## config.mk

```make
export PLATFORM = sky130hd
export DESIGN_NAME = list_range_source_flat
export DESIGN_NICKNAME = d
export VERILOG_FILES = /design/src/rtl/list_range_source_if.sv /design/src/rtl/list_range_source.sv /design/src/flat_wrapper.sv
export SDC_FILE = /design/constraint.sdc
export NUM_CORES = 1
export LEC_CHECK = 0
export ABC_AREA = 0
export BUFFER_PORTS_ARGS = -buffer_cell sky130_fd_sc_hd__buf_2
export CAP_MARGIN = 5
export CELL_PAD_IN_SITES_DETAIL_PLACEMENT = 1
export CELL_PAD_IN_SITES_GLOBAL_PLACEMENT = 2
export CORE_MARGIN = 2
export CORE_UTILIZATION = 33
export DETAILED_ROUTE_END_ITERATION = 7
export PLACE_DENSITY_LB_ADDON = 0.1
export SETUP_SLACK_MARGIN = 0.4
export SYNTH_ARGS = -nofsm -noshare
export SYNTH_HDL_FRONTEND = slang
export SYNTH_SLANG_ARGS = --single-unit
export TNS_END_PERCENT = 20
```

## constraint.sdc

```tcl
create_clock -name clock -period 3.05 [get_ports clock]
set_input_delay 0.61 -clock clock [delete_from_list [all_inputs] [get_ports clock]]
set_output_delay 0.61 -clock clock [all_outputs]
set_load 0.01 [all_outputs]
```

## src/rtl/list_range_source_if.sv

```systemverilog
// list_range_source_if
//   Request/acknowledge list stream between a list consumer (master) and a
//   list producer (slave).
//   ready       consumer -> producer  arguments valid, list active (level)
//   first/last  consumer -> producer  inclusive range, sampled when a list opens
//   step        consumer -> producer  increment, 0 is treated as 1
//   req         consumer -> producer  request next element (level)
//   done        producer -> consumer  list handle available
//   ack         producer -> consumer  one-cycle pulse, value/value_valid meaningful
//   value       producer -> consumer  element, 0 at end of list
//   value_valid producer -> consumer  1 = element, 0 = end of list
interface list_range_source_if #(
  parameter int WIDTH = 8
) ();
  logic             ready;
  logic             done;
  logic [WIDTH-1:0] first;
  logic [WIDTH-1:0] last;
  logic [WIDTH-1:0] step;
  logic             req;
  logic             ack;
  logic [WIDTH-1:0] value;
  logic             value_valid;

  modport master (
    output ready, first, last, step, req,
    input  done, ack, value, value_valid
  );

  modport slave (
    input  ready, first, last, step, req,
    output done, ack, value, value_valid
  );
endinterface

```

## src/rtl/list_range_source.sv

```systemverilog
// list_range_source
//   Producer end of the list req/ack stream. Yields first, first+step, ...
//   up to and including last, one element per request, then end-of-list
//   (value_valid=0, value=0) on every later request.
//   clock  in  system clock, posedge
//   reset  in  synchronous, active-high
//   bus    list stream, slave side (see list_range_source_if)
//   WIDTH   element width
//   LATENCY extra cycles between sampling req high and asserting ack
module list_range_source #(
  parameter int WIDTH   = 8,
  parameter int LATENCY = 2
) (
  input logic                clock,
  input logic                reset,
  list_range_source_if.slave bus
);

  localparam int CW = (LATENCY < 1) ? 1 : $clog2(LATENCY + 1);

  typedef enum logic [2:0] {
    S_IDLE     = 3'd0,
    S_ARMED    = 3'd1,
    S_WORK     = 3'd2,
    S_ACK      = 3'd3,
    S_WAIT_LOW = 3'd4
  } state_t;

  state_t           state_q, state_d;
  logic [WIDTH-1:0] cur_q, cur_d;
  logic [WIDTH-1:0] last_q, last_d;
  logic [WIDTH-1:0] step_q, step_d;
  logic             empty_q, empty_d;
  logic [CW-1:0]    cnt_q, cnt_d;
  logic             done_q, done_d;
  logic             ack_q, ack_d;
  logic [WIDTH-1:0] value_q, value_d;
  logic             vv_q, vv_d;
  logic [WIDTH:0]   sum_s;

  // Next-state and next-output computation for the list producer.
  always_comb begin
    state_d = state_q;
    cur_d   = cur_q;
    last_d  = last_q;
    step_d  = step_q;
    empty_d = empty_q;
    cnt_d   = cnt_q;
    ack_d   = 1'b0;
    value_d = value_q;
    vv_d    = vv_q;
    // Extra carry bit so an overflowing increment ends the list instead of wrapping.
    sum_s   = {1'b0, cur_q} + {1'b0, step_q};

    if (!bus.ready) begin
      state_d = S_IDLE;
    end else begin
      case (state_q)
        S_IDLE: begin
          cur_d   = bus.first;
          last_d  = bus.last;
          step_d  = (bus.step == {WIDTH{1'b0}}) ? {{(WIDTH-1){1'b0}}, 1'b1} : bus.step;
          empty_d = (bus.first > bus.last);
          state_d = S_ARMED;
        end
        S_ARMED: begin
          if (bus.req) begin
            if (LATENCY == 0) begin
              state_d = S_ACK;
            end else begin
              cnt_d   = CW'(LATENCY);
              state_d = S_WORK;
            end
          end else begin
            state_d = S_ARMED;
          end
        end
        S_WORK: begin
          // Dropping req abandons the request without consuming an element.
          if (!bus.req) begin
            state_d = S_ARMED;
          end else if (cnt_q == CW'(1)) begin
            state_d = S_ACK;
          end else begin
            cnt_d = cnt_q - CW'(1);
          end
        end
        S_ACK: begin
          ack_d   = 1'b1;
          state_d = S_WAIT_LOW;
          if (empty_q) begin
            value_d = {WIDTH{1'b0}};
            vv_d    = 1'b0;
          end else begin
            value_d = cur_q;
            vv_d    = 1'b1;
            empty_d = sum_s[WIDTH] | (sum_s[WIDTH-1:0] > last_q);
            cur_d   = sum_s[WIDTH-1:0];
          end
        end
        S_WAIT_LOW: begin
          // A held req is acked only once; wait for it to drop.
          if (!bus.req) begin
            state_d = S_ARMED;
          end else begin
            state_d = S_WAIT_LOW;
          end
        end
        default: begin
          state_d = S_IDLE;
        end
      endcase
    end

    done_d = (state_d != S_IDLE);
  end

  // State and registered-output flops with synchronous reset.
  always_ff @(posedge clock) begin
    if (reset) begin
      state_q <= S_IDLE;
      cur_q   <= {WIDTH{1'b0}};
      last_q  <= {WIDTH{1'b0}};
      step_q  <= {WIDTH{1'b0}};
      empty_q <= 1'b0;
      cnt_q   <= {CW{1'b0}};
      done_q  <= 1'b0;
      ack_q   <= 1'b0;
      value_q <= {WIDTH{1'b0}};
      vv_q    <= 1'b0;
    end else begin
      state_q <= state_d;
      cur_q   <= cur_d;
      last_q  <= last_d;
      step_q  <= step_d;
      empty_q <= empty_d;
      cnt_q   <= cnt_d;
      done_q  <= done_d;
      ack_q   <= ack_d;
      value_q <= value_d;
      vv_q    <= vv_d;
    end
  end

  assign bus.done        = done_q;
  assign bus.ack         = ack_q;
  assign bus.value       = value_q;
  assign bus.value_valid = vv_q;

endmodule

```

## src/flat_wrapper.sv

```systemverilog
// flat-port wrapper written by rule: the top's interface ports become plain ports
module list_range_source_flat 
#(
  parameter int WIDTH   = 8,
  parameter int LATENCY = 2
)
  (clock, reset, bus_ready, bus_first, bus_last, bus_step, bus_req, bus_done, bus_ack, bus_value, bus_value_valid);
  list_range_source_if #(.WIDTH(WIDTH)) bus_i ();
  input logic clock;
  input logic reset;
  input wire logic [$bits(bus_i.ready)-1:0] bus_ready;
  input wire logic [$bits(bus_i.first)-1:0] bus_first;
  input wire logic [$bits(bus_i.last)-1:0] bus_last;
  input wire logic [$bits(bus_i.step)-1:0] bus_step;
  input wire logic [$bits(bus_i.req)-1:0] bus_req;
  output wire logic [$bits(bus_i.done)-1:0] bus_done;
  output wire logic [$bits(bus_i.ack)-1:0] bus_ack;
  output wire logic [$bits(bus_i.value)-1:0] bus_value;
  output wire logic [$bits(bus_i.value_valid)-1:0] bus_value_valid;
  assign bus_i.ready = bus_ready;
  assign bus_i.first = bus_first;
  assign bus_i.last = bus_last;
  assign bus_i.step = bus_step;
  assign bus_i.req = bus_req;
  assign bus_done = bus_i.done;
  assign bus_ack = bus_i.ack;
  assign bus_value = bus_i.value;
  assign bus_value_valid = bus_i.value_valid;
  list_range_source #(.WIDTH(WIDTH), .LATENCY(LATENCY)) u_core (.clock(clock), .reset(reset), .bus(bus_i));
endmodule
```

## Yosys cells after proc, flatten, opt, wreduce, memory -nomap -nowiden

Cells that the tools add are included.
W data, S select, Z words.

- Logic and storage cells: 54
- Input bits: 28
- Bits in registers: 41
- Output and inout port bits: 11

- Order comparisons: 2
- Reduce and logical (&&, ||, !) cells: 11
- Equal/unequal tests: 9
- Add/subtract/negate cells: 2
- Bitwise gates (word level): 2
- Mux-type cells: 18

Operator list:

| cell | count |
|---|---|
| $mux W8 | 3 |
| $gt A8 B8 Y1 | 2 |
| $pmux W8 S2 | 1 |
| $pmux W3 S5 | 1 |
| $mux W3 | 4 |
| $add A8 B8 Y9 | 1 |
| $logic_not A8 Y1 | 1 |
| $mux W2 | 4 |
| $ne A2 B2 Y1 const B | 4 |
| $eq A3 B2 Y1 const B | 2 |
| $reduce_and A2 Y1 | 3 |
| $reduce_and A5 Y1 | 1 |
| $pmux W2 S2 | 1 |
| $reduce_bool A2 Y1 | 2 |
| $eq A3 B1 Y1 const B | 1 |
| $eq A3 B3 Y1 const B | 1 |
| $logic_not A3 Y1 | 1 |
| $mux W1 | 3 |
| $reduce_and A3 Y1 | 1 |
| $reduce_bool A3 Y1 | 1 |
| $eq A2 B1 Y1 const B | 1 |
| $pmux W1 S2 | 1 |
| $reduce_or A2 Y1 | 1 |
| $sub A2 B1 Y2 const B | 1 |
| 2 further kinds | 2 |

## Logic depth before layout (Yosys ltp)

- Depth in word-level cells: 6
- Gate-level depth with buffers: 11
- Depth with buffers taken out: 11

## Worst setup path after synthesis

OpenSTA, ideal clock, no wires.

- Path kind: reg-to-reg
- Start: register u_core.step_q[4]
- End: register u_core.empty_q
- Path buffers: 0
- Arrival time: 2.274 ns
- Clock period less this slack: 2.413 ns
- Cell stages (with the launch flop): 11
- Setup time: 0.139 ns
- Slack: 0.637 ns
- Required time: 2.911 ns
- Cells stage by stage: dfxtp_1 > ha_1 > a21o_1 > a31oi_1 > a211oi_1 > or3_1 > ha_1 > a21oi_1 > o21ai_0 > o22ai_1 > a32oi_1

- Cells in the longest elaborated chain, start to end: 5

Ends and longest elaborated chain:

| item | line | source |
|---|---|---|
| from (decl) | list_range_source.sv:32 | `logic [WIDTH-1:0] step_q, step_d;` |
| from (signal assigned) | list_range_source.sv:124 | `step_q <= {WIDTH{1'b0}};` |
| from (signal assigned) | list_range_source.sv:135 | `step_q <= step_d;` |
| $add A8 B8 Y9 (*) | list_range_source.sv:53 | `sum_s = {1'b0, cur_q} + {1'b0, step_q};` |
| $gt A8 B8 Y1 | list_range_source.sv:97 | `empty_d = sum_s[WIDTH] \| (sum_s[WIDTH-1:0] > last_q);` |
| $or A1 B1 Y1 (*) | list_range_source.sv:97 |  |
| $mux W1 (*) | list_range_source.sv:91 | `if (empty_q) begin` |
| $pmux W1 S2 (*) | list_range_source.sv:58 | `case (state_q)` |
| to (signal assigned) | list_range_source.sv:136 | `empty_q <= empty_d;` |
| to (decl) | list_range_source.sv:33 | `logic empty_q, empty_d;` |

Mark *: on every way between the ends. The rest lies on a longest branch, timed or not.
A chain may end at the register's enable or synchronous reset.

## Worst setup path in the final report

- Start: register u_core.cur_q[4]
- End: register u_core.empty_q

- Cells in the longest elaborated chain, start to end: 5

Ends and longest elaborated chain:

| item | line | source |
|---|---|---|
| from (decl) | list_range_source.sv:30 | `logic [WIDTH-1:0] cur_q, cur_d;` |
| from (signal assigned) | list_range_source.sv:122 | `cur_q <= {WIDTH{1'b0}};` |
| from (signal assigned) | list_range_source.sv:133 | `cur_q <= cur_d;` |
| $add A8 B8 Y9 (*) | list_range_source.sv:53 |  |
| $gt A8 B8 Y1 | list_range_source.sv:97 |  |
| $or A1 B1 Y1 (*) | list_range_source.sv:97 |  |
| $mux W1 (*) | list_range_source.sv:91 |  |
| $pmux W1 S2 (*) | list_range_source.sv:58 |  |

Marks and branches as above.

==> out/metrics.yaml <==
clocking:
  root_buffer: "clkbuf_8"
  clock_sinks: 41
  cts_tree: "yes"
  cts_buffers: 5
  worstSkewPairLatency_ns: 0.30
  hold_buffers: 0
  cts_htree_levels: 2
  clk_transition_reported_paths_ns: 0.09
  cts_buffer_depth: 2
synth:
  yosys.area_share.adder_pct: 13.7
  yosysSeqAreaShare_pct: 33.8
  yosys.area_share.simple_pct: 24.3
  synth_xor_area_share_pct: 1.81
  ys_async_sr_fraction_pct: 0
  synthFlopType: "dfxtp_1"
  synth_cell_types: 48
  synth_top_cell_by_area: "dfxtp_1"
  synth_fp_nets: 351
  syn_inst: 297
  synth_area_leaders: "dfxtp_1 34%, ha_1 13%, a21oi_1 8.9%"
  synth_seq_cells: 41
  synth_edf_count: 0
  synthMuxAreaShare_pct: 0.826
  synth_top_family_by_area: "simple AND/OR/NAND/NOR gates"
  synthDominantCellAreaShare_pct: 33.8
  synth_commonest_cells: "45 x nand2_1, 43 x a21oi_1, 41 x dfxtp_1"
  synth_area_sq_mm: 0.00242
  synth.avg_cell_area_sq_um: 8.16
  synth_compound_area_share_pct: 18.9
  yosysMostFrequentCell: "nand2_1"
  ys_warn_count: 0
power:
  switching_share_pct: 29.9
  pwr-share-clk_pct: 35.3
  power_frac_comb_pct: 20.2
  ir_drop_v: 0.000189
  p_leak_nw: 1.24
  fin_total_pwr_w: 0.00131
  seqPwrFrac_pct: 44.5
  power.switching_w: 0.000393
  cellPowerDensity_mw_per_mm2: 462
  internal-power_w: 0.000920
sta:
  rsz0062_at_grt: "false"
  finalCritPeriodShare_pct: 83.0
  final_max_slew_viol_count: 0
  hold_viol_final: 0
  maxSlewHeadroom_pct: 65.6
  setup_viol: 0
  finClkSkew_ns: 0.00792
  fin_crit_ns: 2.53
  worst_slew_pin_slew_ns: 0.516
  finalSetupTns_ns: 0
  fmax_ghz: 0.395
  setup_slack_ns: 0.520
die:
  die_h_um: 89.7
  start_util_pct: 33.8
  fp-row-count: 31
  die-area_sq_mm: 0.00805
  coreArea_sq_mm: 0.00718
  boundaryPins: 39
  die_w_um: 89.7
global_routing:
  grt_remaining_overflow: 0
  antenna_found_initial: 0
  grt_pass1_wl_um: 11200
  grt_max_degree: 34
  grt_pass1_vias: 2159
  gr-usage-all-layers_pct: 17.5
place:
  port_buffers: 38
  dp_slack_ns: 0.407
  hpwlAfterDp_um: 5010
  place_congestion: 0.829
route:
  antenna_left: 0
  dr.pass1.iters: 4
  vias: 2163
  drt-vias-per-instance: 5.00
  drcViolationCount: 0
  first_iter_violations: 47
  wire_per_inst_um: 15.3
  wirelength_um: 6620
setup_path:
  reg2reg_to: "u_core.empty_q$_SDFFE_PP0P_"
  reg2regPathDepth: 10
  r2r_slack_ns: 0.52
  worstPathMaxFanout: 5
  setup.worst_path.start_class: "register"
  crit_start: "u_core.cur_q[4]$_SDFFE_PP0P_"
  r2r_start: "u_core.cur_q[4]$_SDFFE_PP0P_"
  cp.arrival_ns: 2.76
  required_ns: 3.28
  path_class: "reg2reg"
  end_kind: "register"
layout:
  syn2layout_area_growth_pct: 17.1
  drive_above_1_share_pct: 19.8
  num_antenna_cells: 0
  fin_nets: 387
worst_hold_path:
  min_from: "u_core.last_q[3]$_SDFFE_PP0P_"
  hold_path.class: "reg2reg"
  whs_endpoint: "u_core.last_q[3]$_SDFFE_PP0P_"
  whs_path_depth: 2
job:
  maxCapViolations: 0
run_status:
  outcome: "completed"
-- registers in the layout (all words and copies together), names as in the netlist --
register	flops
u_core.bus.value	8
u_core.cur_q	8
u_core.last_q	8
u_core.step_q	8
u_core.state_q	3
u_core.cnt_q	2
u_core.bus.ack	1
u_core.bus.done	1
u_core.bus.value_valid	1
u_core.empty_q	1
-- worst max-delay path by stage --
stage,endpoint,slack [ns],cells after the start
finish,u_core.empty_q$_SDFFE_PP0P_,0.52,10
global route,u_core.empty_q$_SDFFE_PP0P_,0.41,11
CTS,u_core.empty_q$_SDFFE_PP0P_,0.44,10
detailed placement,u_core.empty_q$_SDFFE_PP0P_,0.41,10
global placement,u_core.empty_q$_SDFFE_PP0P_,0.48,10
floorplan,u_core.empty_q$_SDFFE_PP0P_,0.64,10
-- metal layers --
| layer | vias to the layer above | share of wire, % | GRT usage (%) |
|---|---|---|---|
| li1 | 1112 | - | - |
| met1 | 1013 | 49 | 24.1 |
| met2 | 32 | 46 | 28.3 |
| met3 | 6 | 3.6 | 3.10 |
| met4 | 0 | 1.1 | 4.62 |
| met5 | - | 0 | 0 |
-- worst max-delay path, stage by stage, from the launching register on --
cell and delay [ns]:
dfxtp_2 0.36, ha_2 0.32, a21o_1 0.23, a31oi_4 0.17, a211oi_1 0.11, or3_1 0.38, ha_1 0.32, nand4_1 0.12
a21oi_1 0.16, o22ai_1 0.10, a32oi_1 0.18
-- kinds of logic (layout without fill, tap and decap cells) --
| group | count (synthesis) | count (layout) |
|---|---|---|
| and+or+nand+nor | 117 | 117 |
| AOI/OAI and AO/OA | 72 | 72 |
| DFF | 41 | 41 |
| buffers and inverters | 34 | 71 |
| adders and majority gates | 26 | 26 |
| xor gates and xnor gates | 5 | 5 |
| muxes | 2 | 2 |
-- power by group through the flow --
stage	combinational [W]	clock [W]	sequential, W
after CTS	0.000263	0.000475	0.000585
final	0.000265	0.000463	0.000585
after detailed placement	0.000260	0	0.000598
after floorplan	0.000190	0	0.000585
after global routing	0.000303	0.000506	0.000590
after global placement	0.000258	0	0.000597
-- layout make-up --
cell class,count,area (sq um)
Fill cell,908,4340
Inverter,19,71.3
Clock buffer,5,68.8
Sequential cell,41,822
Timing Repair Buffer,44,235
Multi-Input combinational cell,222,1470
Tap cell,99,124
Clock inverter,3,46.3
-- cells in the final DEF (no fill, tap or decap), types with 6 or more instances in the layout --
cell type  instances
nor2_1            30
a21oi_1           43
buf_4              6
nand4_1            6
nand2_1           45
nor3b_1            9
buf_2             38
dfxtp_1           40
inv_1             19
ha_1              23
-- repair_timing --
item                       in CTS  in global routing
setup buffers                   0                  2
resized for setup               1                  5
cloned                          0                  0
pin swaps                       0                  0
setup endpoints to repair       1                  1
hold endpoints to repair        0                  0
-- stage by stage --
stage	std cells	utilization [%]	instance area [sq um]	hold WS [ns]
after floorplan	297	-	2420	0.436
after global routing	433	39.6	2840	0.479
after CTS	431	39.0	2800	0.460
after detailed placement	423	37.3	2680	0.448
final	433	39.6	2840	0.459
after global placement	423	37.3	2680	0.444
Power figures use the tool's default switching activity.
